`config.mk`:
```
export PLATFORM = sky130hd
export DESIGN_NAME = alarm_controller
export DESIGN_NICKNAME = d
export VERILOG_FILES = /design/src/rtl/alarm_controller.sv
export SDC_FILE = /design/constraint.sdc
export NUM_CORES = 1
export LEC_CHECK = 0
export ABC_AREA = 1
export CORE_MARGIN = 2
export CORE_UTILIZATION = 30
export CTS_CLUSTER_DIAMETER = 120
export CTS_CLUSTER_SIZE = 16
export DETAILED_ROUTE_END_ITERATION = 6
export GPL_ROUTABILITY_DRIVEN = 0
export PLACE_DENSITY = 0.56
export SLEW_MARGIN = 20
export SYNTH_ARGS = -nofsm -noshare
export SYNTH_HDL_FRONTEND = slang
export SYNTH_SLANG_ARGS = --single-unit
```
`constraint.sdc`:
```
create_clock -name Clk -period 6 [get_ports Clk]
set_input_delay 0.9 -clock Clk [delete_from_list [all_inputs] [get_ports Clk]]
set_output_delay 0.9 -clock Clk [all_outputs]
set_load 0.01 [all_outputs]
```
`src/rtl/alarm_controller.sv`:
```
// Alarm stage: BCD setpoint entry, per-second HH:MM match, arm/ring/snooze FSM.
// Optional macro ALARM_BLINK_EN: Ring_led blinks once per Tick while ringing.
module alarm_controller #(
  parameter int unsigned DEF_HH     = 6,
  parameter int unsigned DEF_MM     = 0,
  parameter int unsigned RING_SEC   = 60,
  parameter int unsigned SNOOZE_SEC = 300
) (
  input  logic       Clk,
  input  logic       Rst,
  input  logic       Tick,
  input  logic [4:0] Hours,
  input  logic [5:0] Minutes,
  input  logic [5:0] Seconds,
  input  logic [7:0] Bcd_in,
  input  logic       Load_hh,
  input  logic       Load_mm,
  input  logic       Arm,
  input  logic       Snooze,
  input  logic       Dismiss,
  output logic [4:0] Alarm_hh,
  output logic [5:0] Alarm_mm,
  output logic       Armed,
  output logic       Ringing,
  output logic       Snoozing,
  output logic       Ring_led,
  output logic       Load_err
);

  typedef enum logic [1:0] {
    DISARMED = 2'd0,
    ARMED    = 2'd1,
    RINGING  = 2'd2,
    SNOOZE   = 2'd3
  } state_e;

  localparam logic [7:0] RING_LAST   = 8'(RING_SEC - 1);
  localparam logic [9:0] SNOOZE_LAST = 10'(SNOOZE_SEC - 1);

  state_e     state_q, state_d;
  logic [7:0] ring_cnt_q, ring_cnt_d;
  logic [9:0] snz_cnt_q, snz_cnt_d;
  logic [4:0] alarm_hh_q, alarm_hh_d;
  logic [5:0] alarm_mm_q, alarm_mm_d;
  logic       load_err_q, load_err_d;

  logic [7:0] bcd_val;
  logic       bcd_bad_digit;
  logic       hh_rej;
  logic       mm_rej;
  logic       match;

  always_comb begin
    bcd_val       = ({4'd0, Bcd_in[7:4]} * 8'd10) + {4'd0, Bcd_in[3:0]};
    bcd_bad_digit = (Bcd_in[7:4] > 4'd9) || (Bcd_in[3:0] > 4'd9);
    hh_rej        = bcd_bad_digit || (bcd_val > 8'd23);
    mm_rej        = bcd_bad_digit || (bcd_val > 8'd59);
    alarm_hh_d    = (Load_hh && !hh_rej) ? bcd_val[4:0] : alarm_hh_q;
    alarm_mm_d    = (Load_mm && !mm_rej) ? bcd_val[5:0] : alarm_mm_q;
    load_err_d    = (Load_hh && hh_rej) || (Load_mm && mm_rej);
  end

  // Compares against the stored setpoint, so a load in the same cycle applies from the next Tick.
  assign match = Tick && (Seconds == 6'd0) && (Hours == alarm_hh_q) && (Minutes == alarm_mm_q);

  always_comb begin
    state_d    = state_q;
    ring_cnt_d = '0;
    snz_cnt_d  = '0;
    if (!Arm) begin
      state_d = DISARMED;
    end else begin
      case (state_q)
        DISARMED: state_d = ARMED;
        ARMED:    if (match) state_d = RINGING;
        RINGING: begin
          if (Dismiss) begin
            state_d = ARMED;
          end else if (Snooze) begin
            state_d = SNOOZE;
          end else if (Tick) begin
            if (ring_cnt_q == RING_LAST) state_d = ARMED;
            else ring_cnt_d = ring_cnt_q + 8'd1;
          end else begin
            ring_cnt_d = ring_cnt_q;
          end
        end
        SNOOZE: begin
          if (Dismiss) begin
            state_d = ARMED;
          end else if (Tick) begin
            if (snz_cnt_q == SNOOZE_LAST) state_d = RINGING;
            else snz_cnt_d = snz_cnt_q + 10'd1;
          end else begin
            snz_cnt_d = snz_cnt_q;
          end
        end
        default: state_d = DISARMED;
      endcase
    end
  end

  always_ff @(posedge Clk) begin
    if (Rst) begin
      state_q    <= DISARMED;
      ring_cnt_q <= '0;
      snz_cnt_q  <= '0;
      alarm_hh_q <= 5'(DEF_HH);
      alarm_mm_q <= 6'(DEF_MM);
      load_err_q <= 1'b0;
    end else begin
      state_q    <= state_d;
      ring_cnt_q <= ring_cnt_d;
      snz_cnt_q  <= snz_cnt_d;
      alarm_hh_q <= alarm_hh_d;
      alarm_mm_q <= alarm_mm_d;
      load_err_q <= load_err_d;
    end
  end

  assign Alarm_hh = alarm_hh_q;
  assign Alarm_mm = alarm_mm_q;
  assign Armed    = (state_q != DISARMED);
  assign Ringing  = (state_q == RINGING);
  assign Snoozing = (state_q == SNOOZE);
  assign Load_err = load_err_q;

`ifdef ALARM_BLINK_EN
  logic led_q, led_d;

  // Forced to 1 on entry into RINGING, then toggled per Tick; 0 outside RINGING.
  always_comb begin
    led_d = 1'b0;
    if (state_d == RINGING) begin
      if (state_q != RINGING) led_d = 1'b1;
      else if (Tick)          led_d = ~led_q;
      else                    led_d = led_q;
    end
  end

  always_ff @(posedge Clk) begin
    if (Rst) led_q <= 1'b0;
    else     led_q <= led_d;
  end

  assign Ring_led = led_q;
`else
  assign Ring_led = Ringing;
`endif

endmodule

```
# After elaboration in Yosys (flattened, before gate mapping)
# Index checks and enable logic that the tools add are counted.
word_totals:
  ff_bits: 32
  wordCells: 60
  input_bits: 33
  out_inout_bits: 16
op_classes:
  muxes: 11
  n_eq_ne: 12
  add_sub_neg: 3
  n_mul: 1
  n_reduce_logical: 20
  order_cmp: 4
  bitwise_logic: 3
op_table:
  columns: ["cell", "count"]
  rows:
  - ["2-to-1 mux 2 bit", 8]
  - ["adder 10 x 1 -> 10 bit, second input constant", 1]
  - ["equality test 10 x 9 -> 1 bit, second input constant", 1]
  - ["2-to-1 mux 10 bit", 1]
  - ["adder 8 x 1 -> 8 bit, second input constant", 1]
  - ["adder 8 x 4 -> 8 bit", 1]
  - ["equality test 8 x 6 -> 1 bit, second input constant", 1]
  - ["> comparator 4 bit, second input constant", 2]
  - ["> comparator 8 x 5 -> 1 bit, second input constant", 1]
  - ["> comparator 8 x 6 -> 1 bit, second input constant", 1]
  - ["2-to-1 mux 8 bit", 1]
  - ["one-hot mux 2 bit (4 select lines)", 1]
  - ["logical AND 1 bit", 7]
  - ["multiplier 4 x 3 -> 7 bit, second input constant", 1]
  - ["equality test 6 bit", 1]
  - ["zero test 6 bit", 1]
  - ["equality test 5 bit", 1]
  - ["AND reduction 5 bit", 1]
  - ["OR reduction 5 bit", 1]
  - ["equality test 2 bit, second input constant", 2]
  - ["logical OR 1 bit", 4]
  - ["inequality test 4 x 3 -> 1 bit, second input constant", 1]
  - ["inequality test 4 bit, second input constant", 1]
  - ["OR reduction 4 bit", 1]
  - ["other kinds (9)", 12]

# Depth between registers and ports, before layout
# Gate-level depths: netlist (run 1).
logic_depth:
  depth_word: 6
  mapped_depth: 15
  mapped_depth_nobuf: 14

# Worst setup path after synthesis (run 1)
# Ideal clock, no wire load.
synth_path:
  path_kind: "input port to flip-flop"
  from: "in Bcd_in[5]"
  to: "reg alarm_mm_q[3], in the netlist Alarm_mm[3]"
  setup_time_ns: 0.113
  setup_slack_ns: 3.087
  path_stages: 13
  n_path_buf: 1
  t_arrival_ns: 2.800
  t_required_ns: 5.887
  path_cell_list: "ha_1 ha_1 fa_1 nand2_1 nor2_1 nand2_1 nand3_1 nand2_2 nor2_8 nand3_2 buf_6 nor2_1 nor2_1"
synth_between:
  elab_chain_len: 6
  elab_cells_between_ends: 8
  classes_between: "1 x add/sub; 1 x mul; 2 x order compare; 4 x reduce/logical"
synth_lines:
  columns: ["element", "line_no", "rtl"]
  rows:
  - ["from (decl)", "15", "input logic [7:0] Bcd_in,"]
  - ["multiplier 4 x 3 -> 7 bit", "54", "bcd_val = ({4'd0, Bcd_in[7:4]} * 8'd10) + {4'd0, Bcd_in[3:0]};"]
  - ["adder 8 x 4 -> 8 bit", "54", null]
  - ["> comparator 8 x 6 -> 1 bit", "57", "mm_rej = bcd_bad_digit || (bcd_val > 8'd59);"]
  - ["logical OR 1 bit", "57", null]
  - ["zero test 1 bit", "59", "alarm_mm_d = (Load_mm && !mm_rej) ? bcd_val[5:0] : alarm_mm_q;"]
  - ["logical AND 1 bit", "59", null]
  - ["to (signal assigned)", "109", "alarm_mm_q <= 6'(DEF_MM);"]
  - ["to (signal assigned)", "116", "alarm_mm_q <= alarm_mm_d;"]
  - ["to (decl)", "44", "logic [5:0] alarm_mm_q, alarm_mm_d;"]
# Several ways; a longest one is shown, not always the timed one.
# A chain may end at the register's enable or synchronous reset.

# Worst setup path after layout (run 1)
layout_path:
  from: "in Bcd_in[5]"
  to: "reg alarm_mm_q[4], in the netlist Alarm_mm[4]"
# The elaborated chain is that of the path after synthesis.

==> Flow_metrics.wiki, run 1 <==
{| class="wikitable"
! Metric !! Value
|-
| Outcome || finished, final reports clean
|-
| Share of synthesized area occupied by flip-flops and latches || 31.09%
|-
| Metal1 wirelength || 2410 um
|-
| CP max stage delay || 0.58 ns
|-
| Initial antenna violation count || 0
|-
| First-pass GRT wire length || 7838 um
|-
| Clock edge transition at the registers on the reported setup and hold paths || 0.06 ns
|-
| Maximum resistive drop on vdd || 69.77 uV
|-
| Worst-case clock buffer depth || 2
|-
| Compound-Gate Fraction of Synth Area || 5.647%
|-
| Dominant cell type by count on the critical path || sky130_fd_sc_hd__nand2_1
|-
| Post-DP HPWL || 3744 um
|-
| Post-CTS setup buffer count || 0
|-
| Topmost layer with routed signal wires || met4
|-
| Initial standard-cell utilization of the core || 30.67%
|-
| Max stage delay cell, worst path || sky130_fd_sc_hd__fa_1
|-
| Critical path capture point type || register
|-
| Final-layout setup total negative slack || 0 ns
|-
| Area share of the largest cell type after synthesis || 31.09%
|-
| Footprint of the multi-input gates || 1192 sq um
|-
| Power density over the cells || 192.3 nW/um^2
|-
| Type of the worst setup path || primary input to register
|-
| Synth Area in Adders || 7.407%
|-
| Top delay family on crit path || adder cells
|-
| Maximum number of pins on one net before global-route repair || 13
|-
| Die outline width || 86.88 um
|-
| Multiplexer share of the synthesized area || 0%
|-
| Per-cell routed wire length || 10.22 um
|-
| Residual overflow from global routing || 0
|-
| Port bufs || 48
|-
| Relative slew margins || 59.02%
|-
| Final count of hold timing violations || 0
|-
| Root buffer selected by CTS || sky130_fd_sc_hd__clkbuf_8
|-
| Antenna cell count || 0
|-
| Final net count || 414
|-
| Critical path data arrival time || 3.56 ns
|-
| Count of state elements after synthesis || 32
|-
| Area of the mapped netlist || 2061 sq um
|-
| Routed wire length on met3 || 157 um
|-
| Wire length after detailed routing || 4597 um
|-
| DR WL met2 || 1957 um
|-
| Final Slew Violations || 0
|-
| Number of warning messages in the yosys log || 0
|-
| Library cell with the largest summed area after synthesis || sky130_fd_sc_hd__dfxtp_1
|-
| Fraction of layout cells with a size suffix above 1 || 3.514%
|-
| Hold WC Path Type || register to register
|-
| Synth-to-Final Area Change || 30.54%
|-
| Core Footprint || 6719 sq um
|-
| Number of ports placed on the die boundary || 49
|-
| First DRT Iteration DRCs || 87
|-
| Num Clock Sinks || 32
|-
| CP cell instances || clkdlybuf4s50_1 -> ha_1 -> ha_1 -> fa_1 -> nand2_1 -> nor2_1 -> nand2_1 -> nand3_1 -> nand2_2 -> nor2_8 -> nand3_2 -> nand2_1 -> nand2_1 -> nor2_1
|-
| PostCTS Resize Cnt || 0
|-
| Actual slew at the worst max-slew pin || 0.6082 ns
|-
| Static Leakage || 0.001218 uW
|-
| Final clock skew || 0.005769 ns
|-
| Largest cells by area after synthesis || sky130_fd_sc_hd__dfxtp_1, sky130_fd_sc_hd__nand2_1, sky130_fd_sc_hd__nor2_1
|-
| RSZ-0062 raised after global routing || no
|-
| Fmax || 0.2996 GHz
|-
| Number of buffer and inverter stages on the critical path || 1
|-
| Instance count after placement with tap cells included || 443
|-
| Skew-Pair Late Insertion Delay || 0.28 ns
|-
| TritonCTS clock tree || done
|-
| Post-DR vias/cell || 4.398
|-
| Number of antenna-violating nets in the routed design || 0
|-
| Simple-Gate Fraction of Synth Area || 38.86%
|-
| Detailed-route DRC error count || 0
|-
| CP startpoint kind || primary input
|-
| Parity-gate share of the synthesized area counting xor and xnor cells || 5.950%
|-
| Final std cells w/o fill || 450
|-
| Gate Count Post-Synth || 319
|-
| Sequential Area || 640.6 sq um
|-
| Final period utilization || 55.63%
|-
| Average footprint of a synthesized cell || 6.460 sq um
|-
| Number of global-route vias before repair || 1,729
|-
| Synth Net Count || 363
|-
| Number of clock buffers inserted by TritonCTS || 5
|-
| Count of different cell masters after synthesis || 27
|-
| GRT Util Overall || 13.05%
|-
| Total die area || 7548 sq um
|-
| Count of vias placed by the detailed router || 1,979
|-
| Count of endpoints failing setup in the final report || 0
|-
| Number of detailed-route iterations in the first pass || 4
|-
| Required @ worst endpoint || 6.22 ns
|-
| Total of hold buffers inserted after clock tree synthesis || 0
|-
| Row count || 30
|-
| DIE HEIGHT || 86.88 um
|-
| Minimum clock period || 3.338 ns
|-
| Number of max-capacitance violations reported || 0
|-
| Largest family of logic cells by synthesized area || simple AND/OR/NAND/NOR gates
|-
| H-tree levels || 2
|-
| Critical path fanouts, max || 11
|-
| R2r setup slk || 4.46 ns
|-
| Total of fill cells in the finished design || 730
|}
## worst reg2reg max path: cells and delay by family (launching register included)
kind | cells | cell delay, ns
flops | 1 | 0.36
fa+ha+maj | 1 | 0.20
simple gates | 4 | 0.67
compound gates | 2 | 0.20
## worst paths after layout
check,start,endpoint,cells after the start
worst min register to register,snz_cnt_q[9],snz_cnt_q[9],2
worst min-delay path,snz_cnt_q[9],snz_cnt_q[9],2
worst max-delay path,Bcd_in[5],Alarm_mm[4],14
worst max register to register,snz_cnt_q[0],snz_cnt_q[8],7
## cells in the mapped netlist
master	instances
sky130_fd_sc_hd__a211oi_1	2
sky130_fd_sc_hd__a21oi_1	9
sky130_fd_sc_hd__a31oi_1	1
sky130_fd_sc_hd__buf_2	2
sky130_fd_sc_hd__buf_4	1
sky130_fd_sc_hd__buf_6	1
sky130_fd_sc_hd__dfxtp_1	32
sky130_fd_sc_hd__fa_1	2
sky130_fd_sc_hd__ha_1	9
sky130_fd_sc_hd__inv_1	53
sky130_fd_sc_hd__nand2_1	83
sky130_fd_sc_hd__nand2_2	2
sky130_fd_sc_hd__nand3_1	17
sky130_fd_sc_hd__nand3_2	2
sky130_fd_sc_hd__nand3b_1	1
sky130_fd_sc_hd__nand4_1	7
sky130_fd_sc_hd__nor2_1	57
sky130_fd_sc_hd__nor2_2	1
sky130_fd_sc_hd__nor2_8	1
sky130_fd_sc_hd__nor3_1	6
sky130_fd_sc_hd__nor3b_1	5
sky130_fd_sc_hd__nor4_1	1
sky130_fd_sc_hd__o21a_1	2
sky130_fd_sc_hd__o21ai_0	7
sky130_fd_sc_hd__or2_2	1
sky130_fd_sc_hd__xnor2_1	6
sky130_fd_sc_hd__xor2_1	8
## where the power goes
part           leakage (uW)  internal, uW  switching [uW]
clock network     0.0000410          78.7            75.4
logic              0.000917          65.3            69.8
registers          0.000259           220            7.77
total               0.00122           364             153
## per-layer routing
metal	track usage (%)	vias to the layer above
li1	-	1086
met2	19.29	30
met1	18.57	857
met4	4.261	0
met5	0	-
met3	3.128	6
## metrics by stage
step	power, uW	instance area [sq um]	utilization, %	setup WS (ns)	hold WS (ns)
floorplan	313.5	2061	-	3.087	0.4436
global placement	367.9	2613	38.88	2.441	0.4667
detailed placement	368.8	2613	38.88	2.360	0.4733
CTS	524.1	2690	40.04	2.656	0.4827
global route	550.7	2690	40.04	2.401	0.4961
finish	517.4	2690	40.04	2.662	0.4772
## logic make-up after synthesis
group / count (synthesis)
simple gates: 184
flops: 32
compound gates: 21
xor+xnor: 14
fa+ha+maj: 11
buf+inv: 57
## layout make-up
cell class	instances	area share, %
Clock buffer	6	2.698
Clock inverter	1	0.1860
Inverter	53	7.395
Multi-Input combinational cell	230	44.33
Sequential cell	32	23.81
Tap cell	80	3.721
Timing Repair Buffer	48	17.86
## state kept, by name, summed over array words and instances (netlist names)
name / count
snz_cnt_q: 10
ring_cnt_q: 8
Alarm_mm: 6
Alarm_hh: 5
state_q: 2
Load_err: 1
## cells in the final DEF (no fill, tap or decap), types with 7 or more instances in the layout
| cell type | instances |
|---|---|
| sky130_fd_sc_hd__a21oi_1 | 9 |
| sky130_fd_sc_hd__xor2_1 | 8 |
| sky130_fd_sc_hd__clkdlybuf4s50_1 | 48 |
| sky130_fd_sc_hd__nand2_1 | 83 |
| sky130_fd_sc_hd__nand3_1 | 17 |
| sky130_fd_sc_hd__ha_1 | 9 |
| sky130_fd_sc_hd__nor2_1 | 57 |
| sky130_fd_sc_hd__inv_1 | 53 |
| sky130_fd_sc_hd__nand4_1 | 7 |
| sky130_fd_sc_hd__o21ai_0 | 7 |
| sky130_fd_sc_hd__dfxtp_1 | 32 |
No activity file was read; power rests on OpenSTA's default activity.
==> inputs of run 2 (changes only) <==
Clock period 6 ns to 3.3 ns, I/O delays scaled along.
==> run 2 against run 1 <==
Effect of this change:
- wire length decreased by 1.2%
- register-to-register slack lost 2.7 ns
- utilization up 0.28 points
- largest power group unchanged
==> Flow_metrics.wiki, run 2 (synthesized netlist as in run 1, its figures left out) <==
{| class="wikitable"
! Metric !! Value
|-
| Outcome || finished, final reports clean (unchanged)
|-
| Critical path capture point type || register (unchanged)
|-
| Post-Route Hold Slack || 0.4756 ns (was 0.4772 ns)
|-
| Static Leakage || 0.001227 uW (was 0.001218 uW)
|-
| Residual overflow from global routing || 0 (unchanged)
|-
| Number of antenna-violating nets in the routed design || 0 (unchanged)
|-
| Worst-case clock buffer depth || 2 (unchanged)
|-
| Number of clock buffers inserted by TritonCTS || 5 (unchanged)
|-
| Final Slew Violations || 0 (unchanged)
|-
| Antenna cell count || 0 (unchanged)
|-
| Total of fill cells in the finished design || 710 (was 730)
|-
| Number of ports placed on the die boundary || 49 (unchanged)
|-
| Synth-to-Final Area Change || 31.45% (was 30.54%)
|-
| RSZ-0062 raised after global routing || no (unchanged)
|-
| Most used cells in the layout excluding fill and tap cells || sky130_fd_sc_hd__nand2_1, sky130_fd_sc_hd__nor2_1, sky130_fd_sc_hd__inv_1 (unchanged)
|-
| Initial standard-cell utilization of the core || 30.67% (unchanged)
|-
| CP max stage delay || 0.57 ns (was 0.58 ns)
|-
| First-pass GRT wire length || 7845 um (was 7838 um)
|-
| Root buffer selected by CTS || sky130_fd_sc_hd__clkbuf_8 (unchanged)
|-
| Core Footprint || 6719 sq um (unchanged)
|-
| CP cell instances || clkdlybuf4s50_1 -> ha_1 -> ha_1 -> fa_1 -> nand2_1 -> nor2_1 -> nand2_1 -> nand3_1 -> nand2_2 -> nor2_8 -> nand3_2 -> nor2_1 -> nor2_1 (was clkdlybuf4s50_1 -> ha_1 -> ha_1 -> fa_1 -> nand2_1 -> nor2_1 -> nand2_1 -> nand3_1 -> nand2_2 -> nor2_8 -> nand3_2 -> nand2_1 -> nand2_1 -> nor2_1)
|-
| Per-cell routed wire length || 10.10 um (was 10.22 um)
|-
| Top delay family on crit path || adder cells (unchanged)
|-
| Fmax || 0.3412 GHz
|-
| Maximum resistive drop on vdd || 126.8 uV (was 69.77 uV)
|-
| Skew-Pair Late Insertion Delay || 0.28 ns (about the same)
|-
| Fraction of layout cells with a size suffix above 1 || 3.784% (was 3.514%)
|-
| GRT Util Overall || 12.87% (was 13.05%)
|-
| Detailed-route DRC error count || 0 (unchanged)
|-
| Hold WC Path Type || register to register (unchanged)
|-
| Number of global-route vias before repair || 1,732 (was 1,729)
|-
| Critical path fanouts, max || 11 (unchanged)
|-
| Total of hold buffers inserted after clock tree synthesis || 0 (unchanged)
|-
| Final count of hold timing violations || 0 (unchanged)
|-
| First DRT Iteration DRCs || 61 (was 87)
|-
| Total die area || 7548 sq um (unchanged)
|-
| TritonCTS clock tree || done (unchanged)
|-
| Minimum clock period || 2.931 ns
|-
| PostCTS Resize Cnt || 0 (unchanged)
|-
| Clock edge transition at the registers on the reported setup and hold paths || 0.06 ns (about the same)
|-
| Dominant cell type by count on the critical path || sky130_fd_sc_hd__nor2_1 (was sky130_fd_sc_hd__nand2_1)
|-
| Port bufs || 48 (unchanged)
|-
| Count of vias placed by the detailed router || 1,990 (was 1,979)
|-
| Row count || 30 (unchanged)
|-
| Max stage delay cell, worst path || sky130_fd_sc_hd__fa_1 (unchanged)
|-
| Maximum number of pins on one net before global-route repair || 13 (unchanged)
|-
| Initial antenna violation count || 0 (unchanged)
|-
| Final net count || 414 (unchanged)
|-
| Count of endpoints failing setup in the final report || 0 (unchanged)
|-
| Die outline width || 86.88 um (unchanged)
|-
| Post-DP HPWL || 3726 um (was 3744 um)
|-
| Final period utilization || 88.82%
|-
| Critical path data arrival time || 3.11 ns (was 3.56 ns)
|-
| Power density over the cells || 363.0 nW/um^2 (was 192.3 nW/um^2)
|-
| Relative slew margins || 58.48% (was 59.02%)
|-
| Wire length after detailed routing || 4543 um (was 4597 um)
|-
| Final clock skew || 0.004991 ns (was 0.005769 ns)
|-
| DIE HEIGHT || 86.88 um (unchanged)
|-
| Number of buffer and inverter stages on the critical path || 1 (unchanged)
|-
| Number of flip-flops under the largest register name || 10 (unchanged)
|-
| Leading cell type in the layout, fill and taps excluded || sky130_fd_sc_hd__nand2_1 (unchanged)
|-
| Final-layout setup total negative slack || 0 ns (unchanged)
|-
| Number of detailed-route iterations in the first pass || 4 (unchanged)
|-
| CP startpoint kind || primary input (unchanged)
|-
| Required @ worst endpoint || 3.47 ns (was 6.22 ns)
|-
| Post-DR vias/cell || 4.422 (was 4.398)
|-
| Number of max-capacitance violations reported || 0 (unchanged)
|-
| Type of the worst setup path || primary input to register (unchanged)
|-
| Actual slew at the worst max-slew pin || 0.6163 ns (was 0.6082 ns)
|-
| Post-CTS setup buffer count || 0 (unchanged)
|-
| H-tree levels || 2 (unchanged)
|-
| Num Clock Sinks || 32 (unchanged)
|-
| Top register by number of flip-flops || snz_cnt_q (unchanged)
|}
[run 2: cell types whose count changed in the layout (fill, tap and decap cells not counted), sizes merged]
| cell | previous run | this run |
|---|---|---|
| clkinv | 1 | 0 |
| clkbuf | 6 | 7 |
[run 2: worst reg2reg max path, stage by stage, from the launching register on]
cell and delay (ns):
sky130_fd_sc_hd__dfxtp_1 0.38, sky130_fd_sc_hd__ha_1 0.18, sky130_fd_sc_hd__nand2_1 0.06, sky130_fd_sc_hd__nor2_1 0.08
sky130_fd_sc_hd__nand4_1 0.10, sky130_fd_sc_hd__o21ai_0 0.52, sky130_fd_sc_hd__nor3b_1 0.09
[run 2: routing by layer]
metal / up-vias / track usage, % / part of all wire (%)
met2: 43 / 18.95 / 42
met5: - / 0 / 0
met3: 8 / 2.559 / 4.7
met1: 848 / 18.50 / 51
met4: 0 / 4.688 / 1.8
li1: 1091 / - / -
[run 2: path summary, 6_finish.rpt]
check	start	end	slack, ns	depth (start not counted)
hold / removal	snz_cnt_q[9]	snz_cnt_q[9]	0.48	2
hold reg to reg	snz_cnt_q[9]	snz_cnt_q[9]	0.48	2
setup reg to reg	ring_cnt_q[1]	ring_cnt_q[2]	1.75	6
setup / recovery	Bcd_in[5]	Alarm_mm[3]	0.37	13
[run 2: layout make-up]
type                       instances  area [sq um]  share of cell area (%)
multi-input combinational        230          1192                   44.02
sequential                        32         640.6                   23.65
timing repair buffer              48         480.5                   17.74
inverter                          53         198.9                   7.344
tap                               80         100.1                   3.695
clock buffer                       7         96.34                   3.557
[run 2: where the power goes]
group	leakage, uW	internal (uW)	switching (uW)
clock	0.0000503	186	138
combinational	0.000917	119	127
sequential	0.000259	401	13.8
total	0.00123	705	279
[run 2: metrics by stage]
stage                     total power, uW  cells  instance area (sq um)  utilization (%)  worst slack [ns]
after floorplan                     570.1    319                   2061                -            0.7921
after global placement              668.9    443                   2613            38.88            0.1462
after global routing                 1040    450                   2709            40.32            0.1012
final                               983.3    450                   2709            40.32            0.3689
after CTS                           992.0    450                   2709            40.32            0.3590
after detailed placement            670.3    443                   2613            38.88           0.05948
==> inputs of run 3 (changes only) <==
--- a/config.mk
+++ b/config.mk
@@ -14,3 +14,3 @@
 export GPL_ROUTABILITY_DRIVEN = 0
-export PLACE_DENSITY = 0.56
+export PLACE_DENSITY = 0.51
 export SLEW_MARGIN = 20
--- a/constraint.sdc
+++ b/constraint.sdc
@@ -3,2 +3,2 @@
 set_output_delay 0.495 -clock Clk [all_outputs]
-set_load 0.01 [all_outputs]
+set_load 0.005 [all_outputs]
==> run 3 against run 2 <==
Effect of this change:
- wire length is 1.5% higher
- critical path depth did not move
- via count rose by 0.70%
- sequential share of layout area is 0.19 points lower
- global-route usage is 0.39 points higher
- final area is 0.83% higher
- combinational power shrank 2%
- clock skew up 0.0031 ns
- utilization is 0.34 points higher
- fmax is 0.59% higher
- final cell count up 0.44%
- first-iteration DRC count up 16%
- critical path type unchanged
- largest power group unchanged
==> Flow_metrics.wiki, run 3 (synthesized netlist as in run 1, its figures left out) <==
{| class="wikitable"
! Metric !! Value
|-
| Clock edge transition at the registers on the reported setup and hold paths || 0.08 ns (was 0.06 ns)
|-
| Post-route core utilization || 40.65% (was 40.32%)
|-
| Number of detailed-route iterations in the first pass || 4 (unchanged)
|-
| Max stage delay cell, worst path || sky130_fd_sc_hd__fa_1 (unchanged)
|-
| Number of max-capacitance violations reported || 0 (unchanged)
|-
| Port bufs || 48 (unchanged)
|-
| Final std cells w/o fill || 452 (was 450)
|-
| Power density over the cells || 377.9 nW/um^2 (was 363.0 nW/um^2)
|-
| Number of global-route vias before repair || 1,804 (was 1,732)
|-
| Final period utilization || 88.30% (was 88.82%)
|-
| Sequential share of power || 40.1% (was 42.1%)
|-
| Internal Dissipation || 742.7 uW (was 704.8 uW)
|-
| Row count || 30 (unchanged)
|-
| Hold WC Path Type || register to register (unchanged)
|-
| Num Clock Sinks || 32 (unchanged)
|-
| DIE HEIGHT || 86.88 um (unchanged)
|-
| Critical path data arrival time || 3.09 ns (was 3.11 ns)
|-
| Required @ worst endpoint || 3.48 ns (was 3.47 ns)
|-
| Number of antenna-violating nets in the routed design || 0 (unchanged)
|-
| CP max stage delay || 0.56 ns (was 0.57 ns)
|-
| Number of flip-flops under the largest register name || 10 (unchanged)
|-
| Total of fill cells in the finished design || 713 (was 710)
|-
| Final net count || 415 (was 414)
|-
| Core Footprint || 6719 sq um (unchanged)
|-
| Worst setup path start || Bcd_in[5] (unchanged)
|-
| Actual slew at the worst max-slew pin || 0.5775 ns (was 0.6163 ns)
|-
| Critical path capture point type || register (unchanged)
|-
| Top register by number of flip-flops || snz_cnt_q (unchanged)
|-
| Static Leakage || 0.001236 uW (was 0.001227 uW)
|-
| Wire length after detailed routing || 4612 um (was 4543 um)
|-
| Critical path fanouts, max || 11 (unchanged)
|-
| First-pass GRT wire length || 7955 um (was 7845 um)
|-
| Instance count after placement with tap cells included || 444 (was 443)
|-
| Minimum clock period || 2.914 ns (was 2.931 ns)
|-
| Final-layout setup total negative slack || 0 ns (unchanged)
|-
| Number of clock buffers inserted by TritonCTS || 5 (unchanged)
|-
| H-tree levels || 2 (unchanged)
|-
| Post-CTS setup buffer count || 0 (unchanged)
|-
| Skew-Pair Late Insertion Delay || 0.28 ns (about the same)
|-
| Detailed-route DRC error count || 0 (unchanged)
|-
| Footprint of the multi-input gates || 1192 sq um (unchanged)
|-
| Initial standard-cell utilization of the core || 30.67% (unchanged)
|-
| Total die area || 7548 sq um (unchanged)
|-
| RSZ-0062 raised after global routing || no (unchanged)
|-
| Dominant cell type by count on the critical path || sky130_fd_sc_hd__nor2_1 (unchanged)
|-
| Die outline width || 86.88 um (unchanged)
|-
| Maximum number of pins on one net before global-route repair || 13 (unchanged)
|-
| Fmax || 0.3432 GHz (was 0.3412 GHz)
|-
| Synth-to-Final Area Change || 32.54% (was 31.45%)
|-
| Total of hold buffers inserted after clock tree synthesis || 0 (unchanged)
|-
| Leading cell type in the layout, fill and taps excluded || sky130_fd_sc_hd__nand2_1 (unchanged)
|-
| Final clock skew || 0.008101 ns (was 0.004991 ns)
|-
| Fraction of layout cells with a size suffix above 1 || 4.301% (was 3.784%)
|-
| Post-DR vias/cell || 4.434 (was 4.422)
|-
| Most used cells in the layout excluding fill and tap cells || sky130_fd_sc_hd__nand2_1, sky130_fd_sc_hd__nor2_1, sky130_fd_sc_hd__inv_1 (unchanged)
|-
| Residual overflow from global routing || 0 (unchanged)
|-
| Post-DP HPWL || 3747 um (was 3726 um)
|-
| Source of the worst hold timing path || snz_cnt_q[9] (unchanged)
|-
| Relative slew margins || 61.09% (was 58.48%)
|-
| Total Power || 1032 uW (was 983.3 uW)
|-
| Clock group share of total power || 36.7% (was 32.9%)
|-
| Count of vias placed by the detailed router || 2,004 (was 1,990)
|-
| Antenna cell count || 0 (unchanged)
|-
| Sequential Area || 640.6 sq um (unchanged)
|-
| Net switching power || 289.4 uW (was 278.5 uW)
|-
| Net switching share of the total power || 28.04% (was 28.33%)
|-
| Worst-case clock buffer depth || 2 (unchanged)
|-
| PostCTS Resize Cnt || 0 (unchanged)
|-
| Final count of hold timing violations || 0 (unchanged)
|-
| Number of ports placed on the die boundary || 49 (unchanged)
|-
| Per-cell routed wire length || 10.20 um (was 10.10 um)
|-
| Outcome || finished, final reports clean (unchanged)
|-
| Worst reg2reg startpoint || snz_cnt_q[0] (was ring_cnt_q[1])
|-
| TritonCTS clock tree || done (unchanged)
|-
| Share of total power in combinational logic || 23.2% (was 25.0%)
|-
| Post-Route Hold Slack || 0.4846 ns (was 0.4756 ns)
|-
| CP cell instances || clkdlybuf4s50_1 -> ha_1 -> ha_1 -> fa_1 -> nand2_1 -> nor2_1 -> nand2_1 -> nand3_1 -> nand2_2 -> nor2_8 -> nand3_2 -> nor2_1 -> nor2_1 (unchanged)
|-
| Maximum resistive drop on vdd || 133.1 uV (was 126.8 uV)
|-
| Root buffer selected by CTS || sky130_fd_sc_hd__clkbuf_8 (unchanged)
|-
| Final Slew Violations || 0 (unchanged)
|-
| Count of endpoints failing setup in the final report || 0 (unchanged)
|-
| CP startpoint kind || primary input (unchanged)
|-
| Initial antenna violation count || 0 (unchanged)
|-
| GRT Util Overall || 13.26% (was 12.87%)
|-
| Type of the worst setup path || primary input to register (unchanged)
|-
| First DRT Iteration DRCs || 71 (was 61)
|}
[run 3: cell types whose count changed in the layout (fill, tap and decap cells not counted)]
cell | previous run | this run
sky130_fd_sc_hd__bufinv_16 | 0 | 1
sky130_fd_sc_hd__buf_4 | 0 | 1
sky130_fd_sc_hd__clkbuf_8 | 7 | 5
sky130_fd_sc_hd__clkinv_2 | 0 | 1
sky130_fd_sc_hd__clkinvlp_4 | 0 | 1
[run 3: power groups by stage]
stage | clock [uW] | combinational, uW | sequential (uW)
CTS | 389 | 242 | 415
finish | 379 | 239 | 414
detailed placement | 0 | 241 | 423
floorplan | 0 | 144 | 421
global route | 408 | 275 | 417
global placement | 0 | 240 | 424
[run 3: layout make-up]
| type | count | area share, % |
|---|---|---|
| clock buffer | 5 | 2.519 |
| timing repair buffer | 49 | 17.87 |
| multi-input combinational | 230 | 43.66 |
| clock inverter | 3 | 1.557 |
| tap | 80 | 3.665 |
| sequential | 32 | 23.45 |
| inverter | 53 | 7.284 |
[run 3: per-layer routing]
| metal | part of all wire (%) | vias to the layer above | track usage [%] |
|---|---|---|---|
| met4 | 0 | 0 | 3.409 |
| met5 | 0 | - | 0 |
| met1 | 52 | 870 | 17.58 |
| met3 | 3.8 | 0 | 3.412 |
| met2 | 44 | 33 | 21.44 |
| li1 | - | 1101 | - |
[run 3: path summary, 6_finish.rpt]
path	endpoint	slack (ns)	cells past startpoint
max	Alarm_mm[4]	0.39	13
min	snz_cnt_q[9]	0.48	2
max reg2reg	snz_cnt_q[8]	1.77	7
min reg2reg	snz_cnt_q[9]	0.48	2
[run 3: per-stage QoR]
stage | worst slack (ns) | area, sq um
floorplan | 0.7921 | 2061
global placement | 0.1355 | 2620
detailed placement | 0.07045 | 2620
CTS | 0.3715 | 2731
global route | 0.1132 | 2731
finish | 0.3862 | 2731
[run 3: critical path: cells and delay by family]
kind	cells	cell delay [ns]
simple gates	9	1.01
buf+inv	1	0.47
fa+ha+maj	3	1.11
